**config.mk**
```make
export PLATFORM = sky130hd
export DESIGN_NAME = mc_ctrl
export DESIGN_NICKNAME = d
export VERILOG_FILES = /design/src/rtl/mc_ctrl_pkg.sv /design/src/rtl/mc_decode.sv /design/src/rtl/mc_ctrl.sv
export SDC_FILE = /design/constraint.sdc
export NUM_CORES = 1
export LEC_CHECK = 0
export CAP_MARGIN = 20
export CORE_ASPECT_RATIO = 0.5
export CORE_MARGIN = 3
export CORE_UTILIZATION = 30
export DETAILED_ROUTE_END_ITERATION = 6
export MAX_ROUTING_LAYER = met4
export PLACE_DENSITY = 0.66
export SYNTH_ARGS = -nofsm -noshare
export SYNTH_HDL_FRONTEND = slang
export SYNTH_HIERARCHICAL = 1
export SYNTH_SLANG_ARGS = --single-unit
```
**constraint.sdc**
```tcl
create_clock -name clk -period 3.8 [get_ports clk]
set_clock_uncertainty 0.05 [all_clocks]
set_input_delay 0.76 -clock clk [delete_from_list [all_inputs] [get_ports clk]]
set_output_delay 0.76 -clock clk [all_outputs]
set_load 0.01 [all_outputs]
```
**src/rtl/mc_ctrl_pkg.sv**
```systemverilog
// Shared encodings for the multi-cycle MIPS controller: opcodes, functs, datapath
// select codes, state codes and the decoded-instruction bundle.
package mc_ctrl_pkg;

    localparam logic [5:0] OP_RTYPE  = 6'h00;
    localparam logic [5:0] OP_REGIMM = 6'h01;
    localparam logic [5:0] OP_J      = 6'h02;
    localparam logic [5:0] OP_JAL    = 6'h03;
    localparam logic [5:0] OP_BEQ    = 6'h04;
    localparam logic [5:0] OP_ORI    = 6'h0D;
    localparam logic [5:0] OP_LUI    = 6'h0F;
    localparam logic [5:0] OP_LB     = 6'h20;
    localparam logic [5:0] OP_LH     = 6'h21;
    localparam logic [5:0] OP_LW     = 6'h23;
    localparam logic [5:0] OP_LBU    = 6'h24;
    localparam logic [5:0] OP_LHU    = 6'h25;
    localparam logic [5:0] OP_SB     = 6'h28;
    localparam logic [5:0] OP_SH     = 6'h29;
    localparam logic [5:0] OP_SW     = 6'h2B;

    localparam logic [5:0] FN_JR     = 6'h08;
    localparam logic [5:0] FN_MFHI   = 6'h10;
    localparam logic [5:0] FN_MFLO   = 6'h12;
    localparam logic [5:0] FN_MULT   = 6'h18;
    localparam logic [5:0] FN_MULTU  = 6'h19;
    localparam logic [5:0] FN_DIV    = 6'h1A;
    localparam logic [5:0] FN_DIVU   = 6'h1B;
    localparam logic [5:0] FN_ADDU   = 6'h21;
    localparam logic [5:0] FN_SUBU   = 6'h23;
    localparam logic [5:0] FN_SLT    = 6'h2A;

    localparam logic [4:0] RT_BLTZAL = 5'h10;

    localparam logic [3:0] ALU_ADD = 4'd0;
    localparam logic [3:0] ALU_SUB = 4'd1;
    localparam logic [3:0] ALU_OR  = 4'd2;
    localparam logic [3:0] ALU_SLT = 4'd3;
    localparam logic [3:0] ALU_LUI = 4'd4;

    localparam logic [2:0] CMP_EQ  = 3'd0;
    localparam logic [2:0] CMP_LTZ = 3'd1;

    localparam logic [2:0] DM_W  = 3'd0;
    localparam logic [2:0] DM_H  = 3'd1;
    localparam logic [2:0] DM_HU = 3'd2;
    localparam logic [2:0] DM_B  = 3'd3;
    localparam logic [2:0] DM_BU = 3'd4;

    localparam logic [2:0] NPC_PC4 = 3'd0;
    localparam logic [2:0] NPC_B   = 3'd1;
    localparam logic [2:0] NPC_J   = 3'd2;
    localparam logic [2:0] NPC_JR  = 3'd3;

    localparam logic [1:0] A3_RT = 2'd0;
    localparam logic [1:0] A3_RD = 2'd1;
    localparam logic [1:0] A3_RA = 2'd2;

    // Four write-data sources fit in two bits, so hi and lo share WD_HILO and
    // MDOp (MD_RD_HI / MD_RD_LO) picks which half the GRF receives.
    localparam logic [1:0] WD_ALU  = 2'd0;
    localparam logic [1:0] WD_DMRD = 2'd1;
    localparam logic [1:0] WD_PC4  = 2'd2;
    localparam logic [1:0] WD_HILO = 2'd3;

    localparam logic [1:0] MD_MULT  = 2'd0;
    localparam logic [1:0] MD_MULTU = 2'd1;
    localparam logic [1:0] MD_DIV   = 2'd2;
    localparam logic [1:0] MD_DIVU  = 2'd3;
    localparam logic [1:0] MD_RD_HI = 2'd0;
    localparam logic [1:0] MD_RD_LO = 2'd1;

    typedef enum logic [2:0] {
        ST_FETCH  = 3'd0,
        ST_DECODE = 3'd1,
        ST_EXE    = 3'd2,
        ST_MEM    = 3'd3,
        ST_WB     = 3'd4,
        ST_MDWAIT = 3'd5
    } state_e;

    typedef struct packed {
        logic [3:0] alu_op;
        logic [2:0] cmp_op;
        logic [2:0] dm_op;
        logic [2:0] npc_op;
        logic [1:0] a3_sel;
        logic [1:0] wd_sel;
        logic       alub_sel;
        logic       ext_op;
        logic [1:0] md_op;
        logic       load;
        logic       store;
        logic       branch;
        logic       jump;
        logic       md;
        logic       mfhilo;
        logic       illegal;
    } dec_t;

endpackage

```
**src/rtl/mc_decode.sv**
```systemverilog
// Purely combinational instruction decoder: datapath select fields plus the
// class flags the sequencer branches on.
module mc_decode
    import mc_ctrl_pkg::*;
(
    input  logic [31:0] instr_i,
    output dec_t        dec_o
);

    logic [5:0] opcode;
    logic [5:0] funct;
    logic [4:0] rt;
    logic       unused_bits;

    assign opcode      = instr_i[31:26];
    assign rt          = instr_i[20:16];
    assign funct       = instr_i[5:0];
    assign unused_bits = ^{instr_i[25:21], instr_i[15:6]};

    always_comb begin
        // NOTE: every field gets a default before the case so no path can infer a latch.
        dec_o = '0;
        case (opcode)
            OP_RTYPE: begin
                dec_o.a3_sel = A3_RD;
                case (funct)
                    FN_ADDU:  dec_o.alu_op = ALU_ADD;
                    FN_SUBU:  dec_o.alu_op = ALU_SUB;
                    FN_SLT:   dec_o.alu_op = ALU_SLT;
                    FN_JR: begin
                        dec_o.jump   = 1'b1;
                        dec_o.npc_op = NPC_JR;
                    end
                    FN_MULT, FN_MULTU, FN_DIV, FN_DIVU: begin
                        dec_o.md    = 1'b1;
                        dec_o.md_op = funct[1:0];
                    end
                    FN_MFHI, FN_MFLO: begin
                        dec_o.mfhilo = 1'b1;
                        dec_o.wd_sel = WD_HILO;
                        dec_o.md_op  = funct[1] ? MD_RD_LO : MD_RD_HI;
                    end
                    default:  dec_o.illegal = 1'b1;
                endcase
            end
            OP_REGIMM: begin
                if (rt == RT_BLTZAL) begin
                    dec_o.branch = 1'b1;
                    dec_o.cmp_op = CMP_LTZ;
                    dec_o.npc_op = NPC_B;
                    dec_o.a3_sel = A3_RA;
                    dec_o.wd_sel = WD_PC4;
                end else begin
                    dec_o.illegal = 1'b1;
                end
            end
            OP_J: begin
                dec_o.jump   = 1'b1;
                dec_o.npc_op = NPC_J;
            end
            OP_JAL: begin
                dec_o.jump   = 1'b1;
                dec_o.npc_op = NPC_J;
                dec_o.a3_sel = A3_RA;
                dec_o.wd_sel = WD_PC4;
            end
            OP_BEQ: begin
                dec_o.branch = 1'b1;
                dec_o.cmp_op = CMP_EQ;
                dec_o.npc_op = NPC_B;
            end
            OP_ORI: begin
                dec_o.alu_op   = ALU_OR;
                dec_o.alub_sel = 1'b1;
            end
            OP_LUI: begin
                dec_o.alu_op   = ALU_LUI;
                dec_o.alub_sel = 1'b1;
            end
            OP_LW, OP_LH, OP_LHU, OP_LB, OP_LBU: begin
                dec_o.load     = 1'b1;
                dec_o.wd_sel   = WD_DMRD;
                dec_o.alub_sel = 1'b1;
                dec_o.ext_op   = 1'b1;
                case (opcode)
                    OP_LH:   dec_o.dm_op = DM_H;
                    OP_LHU:  dec_o.dm_op = DM_HU;
                    OP_LB:   dec_o.dm_op = DM_B;
                    OP_LBU:  dec_o.dm_op = DM_BU;
                    default: dec_o.dm_op = DM_W;
                endcase
            end
            OP_SW, OP_SH, OP_SB: begin
                dec_o.store    = 1'b1;
                dec_o.alub_sel = 1'b1;
                dec_o.ext_op   = 1'b1;
                case (opcode)
                    OP_SH:   dec_o.dm_op = DM_H;
                    OP_SB:   dec_o.dm_op = DM_B;
                    default: dec_o.dm_op = DM_W;
                endcase
            end
            default: dec_o.illegal = 1'b1;
        endcase
    end

endmodule

```
**src/rtl/mc_ctrl.sv**
```systemverilog
// Multi-cycle MIPS controller: FETCH/DECODE/EXE/MEM/WB/MDWAIT sequencer with a
// memory ready handshake and a parametrised mult/div wait counter.
module mc_ctrl
    import mc_ctrl_pkg::*;
#(
    parameter int unsigned MULT_CYCLES = 5,
    parameter int unsigned DIV_CYCLES  = 10
) (
    input  logic        clk,
    input  logic        reset,
    input  logic [31:0] Instr,
    input  logic        cmp,
    input  logic        mem_ready,
    output logic        PCWrEn,
    output logic        IRWrEn,
    output logic        GRFWrEn,
    output logic        DMWrEn,
    output logic        mem_req,
    output logic        md_start,
    output logic        illegal,
    output logic [3:0]  ALUOp,
    output logic [2:0]  CMPOp,
    output logic [2:0]  DMOp,
    output logic [2:0]  NPCOp,
    output logic [1:0]  GRFA3Sel,
    output logic [1:0]  GRFWDSel,
    output logic        ALUBSel,
    output logic        EXTOp,
    output logic [1:0]  MDOp,
    output logic [2:0]  state
);

    state_e     state_q, state_d;
    logic [7:0] cnt_q, cnt_d;
    dec_t       dec;
    logic       link;
    logic       unused_dec;

    mc_decode u_decode (
        .instr_i (Instr),
        .dec_o   (dec)
    );

    assign link       = (dec.a3_sel == A3_RA);
    assign unused_dec = dec.mfhilo;

    assign ALUOp    = dec.alu_op;
    assign CMPOp    = dec.cmp_op;
    assign DMOp     = dec.dm_op;
    assign GRFA3Sel = dec.a3_sel;
    assign GRFWDSel = dec.wd_sel;
    assign ALUBSel  = dec.alub_sel;
    assign EXTOp    = dec.ext_op;
    assign MDOp     = dec.md_op;
    assign state    = state_q;
    // The IR still holds the previous instruction during FETCH, so the PC update
    // there must be a plain pc+4 regardless of what is being decoded.
    assign NPCOp    = (state_q == ST_FETCH) ? NPC_PC4 : dec.npc_op;

    always_comb begin
        state_d  = state_q;
        cnt_d    = cnt_q;
        PCWrEn   = 1'b0;
        IRWrEn   = 1'b0;
        GRFWrEn  = 1'b0;
        DMWrEn   = 1'b0;
        mem_req  = 1'b0;
        md_start = 1'b0;
        illegal  = 1'b0;
        case (state_q)
            ST_FETCH: begin
                mem_req = 1'b1;
                if (mem_ready) begin
                    IRWrEn  = 1'b1;
                    PCWrEn  = 1'b1;
                    state_d = ST_DECODE;
                end
            end
            ST_DECODE: begin
                state_d = ST_FETCH;
                if (dec.illegal) begin
                    illegal = 1'b1;
                end else if (dec.jump) begin
                    PCWrEn  = 1'b1;
                    GRFWrEn = link;
                end else if (dec.branch) begin
                    PCWrEn  = cmp;
                    GRFWrEn = link & cmp;
                end else begin
                    state_d = ST_EXE;
                end
            end
            ST_EXE: begin
                if (dec.load || dec.store) begin
                    state_d = ST_MEM;
                end else if (dec.md) begin
                    md_start = 1'b1;
                    cnt_d    = dec.md_op[1] ? 8'(DIV_CYCLES - 1) : 8'(MULT_CYCLES - 1);
                    state_d  = ST_MDWAIT;
                end else begin
                    state_d = ST_WB;
                end
            end
            ST_MEM: begin
                mem_req = 1'b1;
                DMWrEn  = dec.store;
                if (mem_ready) begin
                    state_d = dec.load ? ST_WB : ST_FETCH;
                end
            end
            ST_WB: begin
                GRFWrEn = 1'b1;
                state_d = ST_FETCH;
            end
            ST_MDWAIT: begin
                if (cnt_q == 8'd0) begin
                    state_d = ST_FETCH;
                end else begin
                    cnt_d = cnt_q - 8'd1;
                end
            end
            default: state_d = ST_FETCH;
        endcase

        // Reset abandons whatever is in flight; nothing may be written that cycle.
        if (reset) begin
            PCWrEn   = 1'b0;
            IRWrEn   = 1'b0;
            GRFWrEn  = 1'b0;
            DMWrEn   = 1'b0;
            mem_req  = 1'b0;
            md_start = 1'b0;
            illegal  = 1'b0;
        end
    end

    always_ff @(posedge clk) begin
        // NOTE: non-blocking so both registers update from pre-edge values together.
        if (reset) begin
            state_q <= ST_FETCH;
            cnt_q   <= 8'd0;
        end else begin
            state_q <= state_d;
            cnt_q   <= cnt_d;
        end
    end

endmodule

```
==> results of run 1 <==
[state kept, by name (all words and copies together), names as in the netlist]
| register | flops |
|---|---|
| cnt_q | 8 |
| state | 3 |
[layout by cell type, fill, tap and decap left out, drive strengths merged, types with 6 or more instances in the layout]
cell type	n
buf	34
inv	6
nand2b	9
nor2	20
clkdlybuf4s50	40
nor3	16
dfxtp	11
nor2b	8
a21oi	14
o21ai	6
nor4	7
nand2	18
nand3	6
[layer usage]
layer / part of all wire, % / track usage, % / wire [µm]
met5: 0 / - / 0
met2: 49 / 31.39 / 2046
met1: 46 / 18.15 / 1911
met3: 4.9 / 2.199 / 206
met4: 0.45 / 1.987 / 19
[power groups by stage]
stage / Clock [mW] / Combinational (mW) / Sequential, mW
floorplan: 0 / 0.0626 / 0.123
global placement: 0 / 0.125 / 0.126
detailed placement: 0 / 0.127 / 0.127
CTS: 0.118 / 0.128 / 0.125
global route: 0.124 / 0.141 / 0.125
finish: 0.114 / 0.129 / 0.125
[metrics by stage]
step	area (µm²)	util, %	TNS (ps)	instances
after global placement	2096	50.57	-896.8	314
final	2180	52.60	0	318
after CTS	2152	51.93	0	318
after detailed placement	2096	50.57	-990.3	314
after global routing	2180	52.60	0	318
after floorplan	1380	-	0	193
[critical path, stage by stage]
cell and delay [ps]:
clkdlybuf4s50_1 450, buf_4 190, nor4_4 270, nand2_2 140, nor4b_4 320, and2_4 200, clkdlybuf4s50_1 530
[cell type report]
type / count / share of cell area (%)
Clock buffer: 4 / 2.067
Inverter: 6 / 1.033
Multi-Input combinational cell: 162 / 50.46
Sequential cell: 11 / 10.10
Tap cell: 54 / 3.100
Timing Repair Buffer: 81 / 33.24
[what timing repair did]
item / in CTS / in global routing
endpoints found under the setup margin: 7 / 6
hold buffers: 0 / 0
pin swaps: 2 / 3
buffers inserted: 0 / 0
cloned: 0 / 0
resized for setup: 8 / 9
[worst paths after layout]
| check | start | endpoint | slack [ps] | depth (start not counted) |
|---|---|---|---|---|
| worst max-delay path | Instr[28] | MDOp[1] | 120 | 7 |
| worst min-delay path | cnt_q[7] | cnt_q[7] | 420 | 2 |
| worst max register to register | state[0] | cnt_q[7] | 2000 | 4 |
| worst min register to register | cnt_q[7] | cnt_q[7] | 420 | 2 |
==> run_results.csv, run 1 <==
group,metric,value,unit
status,status,"complete, no violations",
grt,grt_pass1_vias,1563,
timing,max_slew_margin,59.47,%
job,cap_violations,0,
drt,postRouteWirelength,4183,µm
floorplanning,die_w,101.5,µm
timing,hold_violations,0,
grt,grt_max_degree,16,
floorplanning,dieHeight,53.77,µm
critical_path,worstPathRequired,2990,ps
drt,detail_route.iter0.violations,65,
cells_and_area,seqCellArea,220.2,µm²
clocking,clkSlewWorstSetupHoldPaths,50,ps
clocking,cts_max_path_buffers,2,
synth,ys_warn_count,6,
critical_path,critical_path_peak_fanout,8,
floorplanning,ios,67,
power_and_ir_drop,max-vdd-ir-drop,0.0001552,V
power_and_ir_drop,p_sw_share,29.13,%
drt,ant_nets,0,
timing,timing.fmax,271.4,MHz
cells_and_area,fin_nets,303,
timing,setup_viol_count_final,0,
timing,hold_ws,424.1,ps
critical_path,critPathKind,"input port to output pin",
power_and_ir_drop,pwr-share-seq,33.9,%
drt,via_per_inst,5.157,
grt,grtUsageTotal,16.01,%
cells_and_area,drive_gt1_share,24.62,%
drt,drcViolationCount,0,
power_and_ir_drop,combPwrFrac,35.1,%
power_and_ir_drop,power,0.3673,mW
synth,syn_area,1369,µm²
timing,rsz0062_at_grt,"no",
timing,slew_viol_final,0,
placed_design,hpwl,3432,µm
placed_design,port_buffers,47,
floorplanning,die_area,5458,µm²
power_and_ir_drop,power_leakage,0.9153,nW
drt,avgRoutedWirePerCell,13.15,µm
critical_path,worstPathArrival,2870,ps
power_and_ir_drop,clkPwrFrac,30.9,%
cells_and_area,multi_input_area,1100,µm²
cells_and_area,synthToLayoutAreaGrowth,59.23,%
critical_path,cp-end-kind,"output pin",
floorplanning,initial_core_util,33.03,%
grt,grt_pass1_wl,6886,µm
clocking,htreeDepth,1,
clocking,cts_buffers,3,
power_and_ir_drop,p_int,0.2603,mW
drt,dr.pass1.iters,4,
timing,period_share,96.97,%
cells_and_area,fillers,403,
power_and_ir_drop,power_density,168.5,nW/µm²
floorplanning,fp-row-count,16,
placed_design,preCtsSetupSlack,-236.9,ps
timing,postLayoutSetupSlackWorst,115.2,ps
drt,vias,1640,
grt,grt_overflow,0,
placed_design,gp_congestion,0.9139,
clocking,root_buffer,"clkbuf_8",
clocking,clkSinkCount,11,
timing,max_slew.worst_pin.slew,607.0,ps
floorplanning,core_area,4144,µm²
grt,antenna_found_initial,0,
synth,synth_cells,190,
synth,syn_avg_cell_area,7.204,µm²
clocking,insertion_delay,230,ps
timing,min_period,3685,ps
critical_path,startpoint_type,"input port",
power_and_ir_drop,switchingPower,0.1070,mW
min_path,hp-class,"flip-flop to flip-flop",
clocking,cts_tree,"yes",
cells_and_area,diodes,0,
Power figures use the tool's default switching activity.
==> inputs of run 2 (changes only) <==
--- a/config.mk
+++ b/config.mk
@@ -6,12 +6,13 @@
 export NUM_CORES = 1
 export LEC_CHECK = 0
 export CAP_MARGIN = 20
-export CORE_ASPECT_RATIO = 0.5
+export CORE_ASPECT_RATIO = 0.8
 export CORE_MARGIN = 3
 export CORE_UTILIZATION = 30
 export DETAILED_ROUTE_END_ITERATION = 6
 export MAX_ROUTING_LAYER = met4
 export PLACE_DENSITY = 0.66
+export REMOVE_ABC_BUFFERS = 1
 export SYNTH_ARGS = -nofsm -noshare
 export SYNTH_HDL_FRONTEND = slang
 export SYNTH_HIERARCHICAL = 1
==> run 2 against run 1 <==
Global-route usage increased by 1.0 points. Power rose by 1.9%. Combinational power hardly changed. Sequential power about the same. Register-to-register slack got worse by 120 ps. Final cell count grew 1.3%. Non-clock buffer count is 1 higher. Via count up 2.6%. Fmax barely moved. Die area shrank 0.81%. Critical endpoint is now NPCOp[0].
==> run_results.csv, run 2 (same netlist as run 1, synthesis figures left out) <==
group,metric,value,unit
drt,drcViolationCount,0,
cells_and_area,most-common-layout-cells,"clkdlybuf4s50_1 (39), buf_4 (35), nor2_1 (18)",
grt,grt_max_degree,16,
drt,detail_route.iter0.violations,148,
cells_and_area,drive_gt1_share,23.77,%
clocking,htreeDepth,1,
grt,grtUsageTotal,17.05,%
critical_path,critical_path_peak_fanout,6,
grt,grt_overflow,0,
power_and_ir_drop,max-vdd-ir-drop,0.00008205,V
floorplanning,fp-row-count,21,
timing,max_slew_margin,59.33,%
clocking,insertion_delay,240,ps
critical_path,cp-end-kind,"output pin",
placed_design,preCtsSetupSlack,-219.1,ps
placed_design,gp_congestion,0.8878,
power_and_ir_drop,combPwrFrac,34.9,%
power_and_ir_drop,power_leakage,0.9590,nW
timing,period_share,96.92,%
grt,grt_pass1_vias,1562,
power_and_ir_drop,pwr-share-seq,33.3,%
power_and_ir_drop,switchingPower,0.1122,mW
drt,avgRoutedWirePerCell,13.28,µm
cells_and_area,synthToLayoutAreaGrowth,60.79,%
clocking,cts_max_path_buffers,2,
timing,postLayoutSetupSlackWorst,117.1,ps
drt,vias,1682,
cells_and_area,regMostFlops,"cnt_q",
cells_and_area,mostFrequentLayoutCell,"clkdlybuf4s50_1",
timing,setup_viol_count_final,0,
timing,hold_ws,421.7,ps
power_and_ir_drop,clkPwrFrac,31.8,%
cells_and_area,fillers,425,
power_and_ir_drop,power_density,170.0,nW/µm²
critical_path,worstPathRequired,2990,ps
critical_path,startpoint_type,"input port",
power_and_ir_drop,p_int,0.2621,mW
floorplanning,die_w,81.52,µm
grt,antenna_found_initial,0,
status,status,"complete, no violations",
cells_and_area,fin_nets,304,
clocking,root_buffer,"clkbuf_8",
placed_design,port_buffers,47,
critical_path,r2r_cells,5,
cells_and_area,largest_reg_flops,8,
floorplanning,ios,67,
clocking,clkSinkCount,11,
floorplanning,dieHeight,66.42,µm
drt,postRouteWirelength,4277,µm
cells_and_area,finalInstanceArea,2201,µm²
placed_design,dp_cells,317,
timing,max_slew.worst_pin.slew,609.2,ps
placed_design,hpwl,3290,µm
floorplanning,die_area,5414,µm²
min_path,min_path_cells,2,
critical_path,critPathKind,"input port to output pin",
drt,via_per_inst,5.224,
job,cap_violations,0,
timing,rsz0062_at_grt,"yes",
critical_path,worstPathArrival,2870,ps
grt,grt_pass1_wl,7300,µm
timing,min_period,3683,ps
clocking,clkSlewWorstSetupHoldPaths,50,ps
floorplanning,initial_core_util,31.96,%
drt,ant_nets,0,
power_and_ir_drop,p_sw_share,29.98,%
clocking,cts_buffers,3,
timing,hold_violations,0,
cells_and_area,diodes,0,
timing,timing.fmax,271.5,MHz
clocking,cts_tree,"yes",
floorplanning,core_area,4283,µm²
timing,slew_viol_final,0,
min_path,hp-class,"flip-flop to flip-flop",
drt,dr.pass1.iters,4,
cells_and_area,stdcell_count,322,
placed_design,place_area,2100,µm²
[run 2: worst max-delay path, stage by stage]
cell and delay (ps):
clkdlybuf4s50_1 460, buf_4 180, nor4_4 310, nand2_2 140, buf_4 150, o32ai_1 140
nor2b_1 170, clkdlybuf4s50_1 550
[run 2: cell type report]
class,instances,area [µm²],share of cell area [%]
Multi-Input combinational cell,162,1102,50.09
Timing Repair Buffer,82,739.5,33.60
Sequential cell,11,220.2,10.01
Tap cell,57,71.32,3.240
Clock buffer,4,45.04,2.047
Inverter,6,22.52,1.023
[run 2: what timing repair did]
item | CTS | global route
hold buffers | 0 | 0
setup buffers | 0 | 1
resized for setup | 7 | 12
endpoints found under the setup margin | 4 | 9
pin swaps | 0 | 2
[run 2: metal layers]
layer / global-route usage [%] / part of all wire [%]
met5: - / 0
met4: 3.165 / 1.3
met3: 2.180 / 5.7
met2: 25.61 / 44
met1: 24.39 / 49
[run 2: stage by stage]
| step | TNS (ps) | power [mW] | utilization, % |
|---|---|---|---|
| detailed placement | -739.8 | 0.2530 | 49.02 |
| CTS | 0 | 0.3733 | 50.37 |
| finish | 0 | 0.3743 | 51.39 |
| global route | -79.16 | 0.3936 | 51.39 |
| global placement | -711.4 | 0.2523 | 49.02 |
| floorplan | 0 | 0.1727 | - |
[run 2: final timing paths]
kind	startpoint	endpoint	slack, ps
setup / recovery	Instr[31]	NPCOp[0]	120
hold / removal	cnt_q[7]	cnt_q[7]	420
setup reg to reg	state[2]	cnt_q[5]	1880
hold reg to reg	cnt_q[7]	cnt_q[7]	420
[run 2: power by group through the flow]
stage / logic (mW) / registers (mW) / clock network (mW)
global placement: 0.125 / 0.127 / 0
floorplan: 0.0465 / 0.126 / 0
detailed placement: 0.126 / 0.127 / 0
finish: 0.131 / 0.125 / 0.119
CTS: 0.127 / 0.124 / 0.122
global route: 0.143 / 0.125 / 0.125
==> inputs of run 3 (changes only) <==
--- a/config.mk
+++ b/config.mk
@@ -12,7 +12,6 @@
 export DETAILED_ROUTE_END_ITERATION = 6
 export MAX_ROUTING_LAYER = met4
 export PLACE_DENSITY = 0.66
-export REMOVE_ABC_BUFFERS = 1
 export SYNTH_ARGS = -nofsm -noshare
 export SYNTH_HDL_FRONTEND = slang
 export SYNTH_HIERARCHICAL = 1
==> run 3 against run 2 <==
Clock power barely moved. First-iteration DRC count decreased by 28%. Flip-flop and latch count unchanged. Critical endpoint is now MDOp[0]. Setup slack better by 1.8 ps. Worst hold slack worse by 5.1 ps. Clock-buffer cell count decreased by 1. Critical path type unchanged. Highest routed layer unchanged.
==> run_results.csv, run 3 (same netlist as run 1, synthesis figures left out) <==
group,metric,value,unit
status,status,"complete, no violations",
critical_path,worstPathRequired,2990,ps
placed_design,gp_congestion,0.9275,
grt,grt_pass1_wl,6989,µm
grt,antenna_found_initial,0,
drt,avgRoutedWirePerCell,12.97,µm
drt,via_per_inst,5.145,
drt,postRouteWirelength,4293,µm
cells_and_area,fin_nets,313,
clocking,cts_max_path_buffers,2,
clocking,cts_buffers,3,
critical_path,r2r_cells,6,
timing,min_period,3681,ps
cells_and_area,final_core_utilization,52.85,%
placed_design,port_buffers,47,
cells_and_area,most-common-layout-cells,"buf_4 (44), clkdlybuf4s50_1 (40), nor2_1 (17)",
clocking,insertion_delay,240,ps
grt,grt_pass1_vias,1521,
timing,max_slew.worst_pin.slew,625.3,ps
clocking,cts_tree,"yes",
timing,timing.fmax,271.7,MHz
critical_path,path_depth,9,
critical_path,path_cells,"clkdlybuf4s50_1, buf_4, nor4_4, nand2_2, inv_2, buf_4, nand2_1, a21oi_1, clkdlybuf4s50_1",
drt,ant_nets,0,
clocking,htreeDepth,1,
critical_path,critical_path_peak_fanout,5,
min_path,hp-class,"flip-flop to flip-flop",
critical_path,critical-path-top-delay-family,"buffers and inverters",
critical_path,startpoint_type,"input port",
clocking,clkSinkCount,11,
critical_path,crit_path_max_incr_delay,570,ps
cells_and_area,diodes,0,
grt,grtUsageTotal,16.40,%
placed_design,preCtsSetupSlack,-230.1,ps
timing,max_slew_margin,58.26,%
cells_and_area,synthToLayoutAreaGrowth,65.36,%
cells_and_area,fillers,413,
critical_path,cp-end-kind,"output pin",
grt,grt_overflow,0,
timing,hold_violations,0,
floorplanning,initial_core_util,31.96,%
clocking,clkSlewWorstSetupHoldPaths,50,ps
drt,drcViolationCount,0,
grt,grt_max_degree,16,
floorplanning,fp-row-count,21,
min_path,min_path_cells,2,
clocking,root_buffer,"clkbuf_8",
power_and_ir_drop,power_leakage,0.9947,nW
placed_design,hpwl,3455,µm
cells_and_area,drive_gt1_share,27.37,%
floorplanning,dieHeight,66.42,µm
floorplanning,core_area,4283,µm²
drt,detail_route.iter0.violations,106,
power_and_ir_drop,max-vdd-ir-drop,0.0001028,V
cells_and_area,largest_reg_flops,8,
timing,setup_tns,0,ps
timing,slew_viol_final,0,
timing,period_share,96.87,%
floorplanning,die_w,81.52,µm
job,cap_violations,0,
drt,vias,1703,
drt,dr.pass1.iters,4,
critical_path,worstPathArrival,2870,ps
critical_path,crit_buf_inv,5,
floorplanning,die_area,5414,µm²
critical_path,critPathKind,"input port to output pin",
power_and_ir_drop,power_density,168.0,nW/µm²
critical_path,critPathSlowestCell,"clkdlybuf4s50_1",
timing,setup_viol_count_final,0,
timing,postLayoutSetupSlackWorst,118.8,ps
cells_and_area,mostFrequentLayoutCell,"buf_4",
cells_and_area,regMostFlops,"cnt_q",
floorplanning,ios,67,
clocking,ctsHoldBuffers,0,
power_and_ir_drop,power,0.3803,mW
==> run 3: repair_timing <==
| action | CTS | global route |
|---|---|---|
| pin swaps | 0 | 6 |
| setup endpoints to repair | 4 | 8 |
| buffers inserted | 0 | 3 |
| cloned | 0 | 0 |
| hold endpoints to repair | 0 | 0 |
| gates resized for setup | 7 | 10 |
==> run 3: cell type report <==
cell class	count	area, µm²	area share, %
tap	57	71.32	3.151
clock inverter	1	5.005	0.2211
inverter	6	22.52	0.9950
timing repair buffer	91	804.5	35.54
sequential	11	220.2	9.729
clock buffer	3	41.29	1.824
multi-input combinational	162	1099	48.53
==> run 3: worst paths after layout <==
| check | slack, ps | endpoint | from |
|---|---|---|---|
| worst max-delay path | 120 | MDOp[0] | Instr[29] |
| worst min register to register | 420 | cnt_q[7] | cnt_q[7] |
| worst min-delay path | 420 | cnt_q[7] | cnt_q[7] |
| worst max register to register | 1830 | cnt_q[6] | state[2] |
==> run 3: where the power goes <==
part	internal, mW	switching, mW
Sequential	0.117	0.00755
Combinational	0.0749	0.0609
Clock	0.0723	0.0476
Total	0.264	0.116
==> run 3: per-layer routing <==
metal / vias to the layer above / global-route usage (%) / wire [µm]
met1: 787 / 25.04 / 2258
met2: 60 / 23.58 / 1763
li1: 854 / - / -
met5: - / - / 0
met3: 2 / 2.044 / 262
met4: 0 / 1.266 / 8
==> run 3: tightest hold or removal path: stages (launching register included) <==
cell     delay (ps)
dfxtp_1         310
nand2_1          50
mux2i_1          50
==> run 3: per-stage QoR <==
| step | hold slack, ps | instance area [µm²] | instances |
|---|---|---|---|
| after floorplan | 392.6 | 1380 | 193 |
| after global placement | 408.3 | 2152 | 324 |
| after detailed placement | 417.3 | 2152 | 324 |
| after CTS | 424.1 | 2210 | 328 |
| after global routing | 482.8 | 2263 | 331 |
| final | 416.6 | 2263 | 331 |
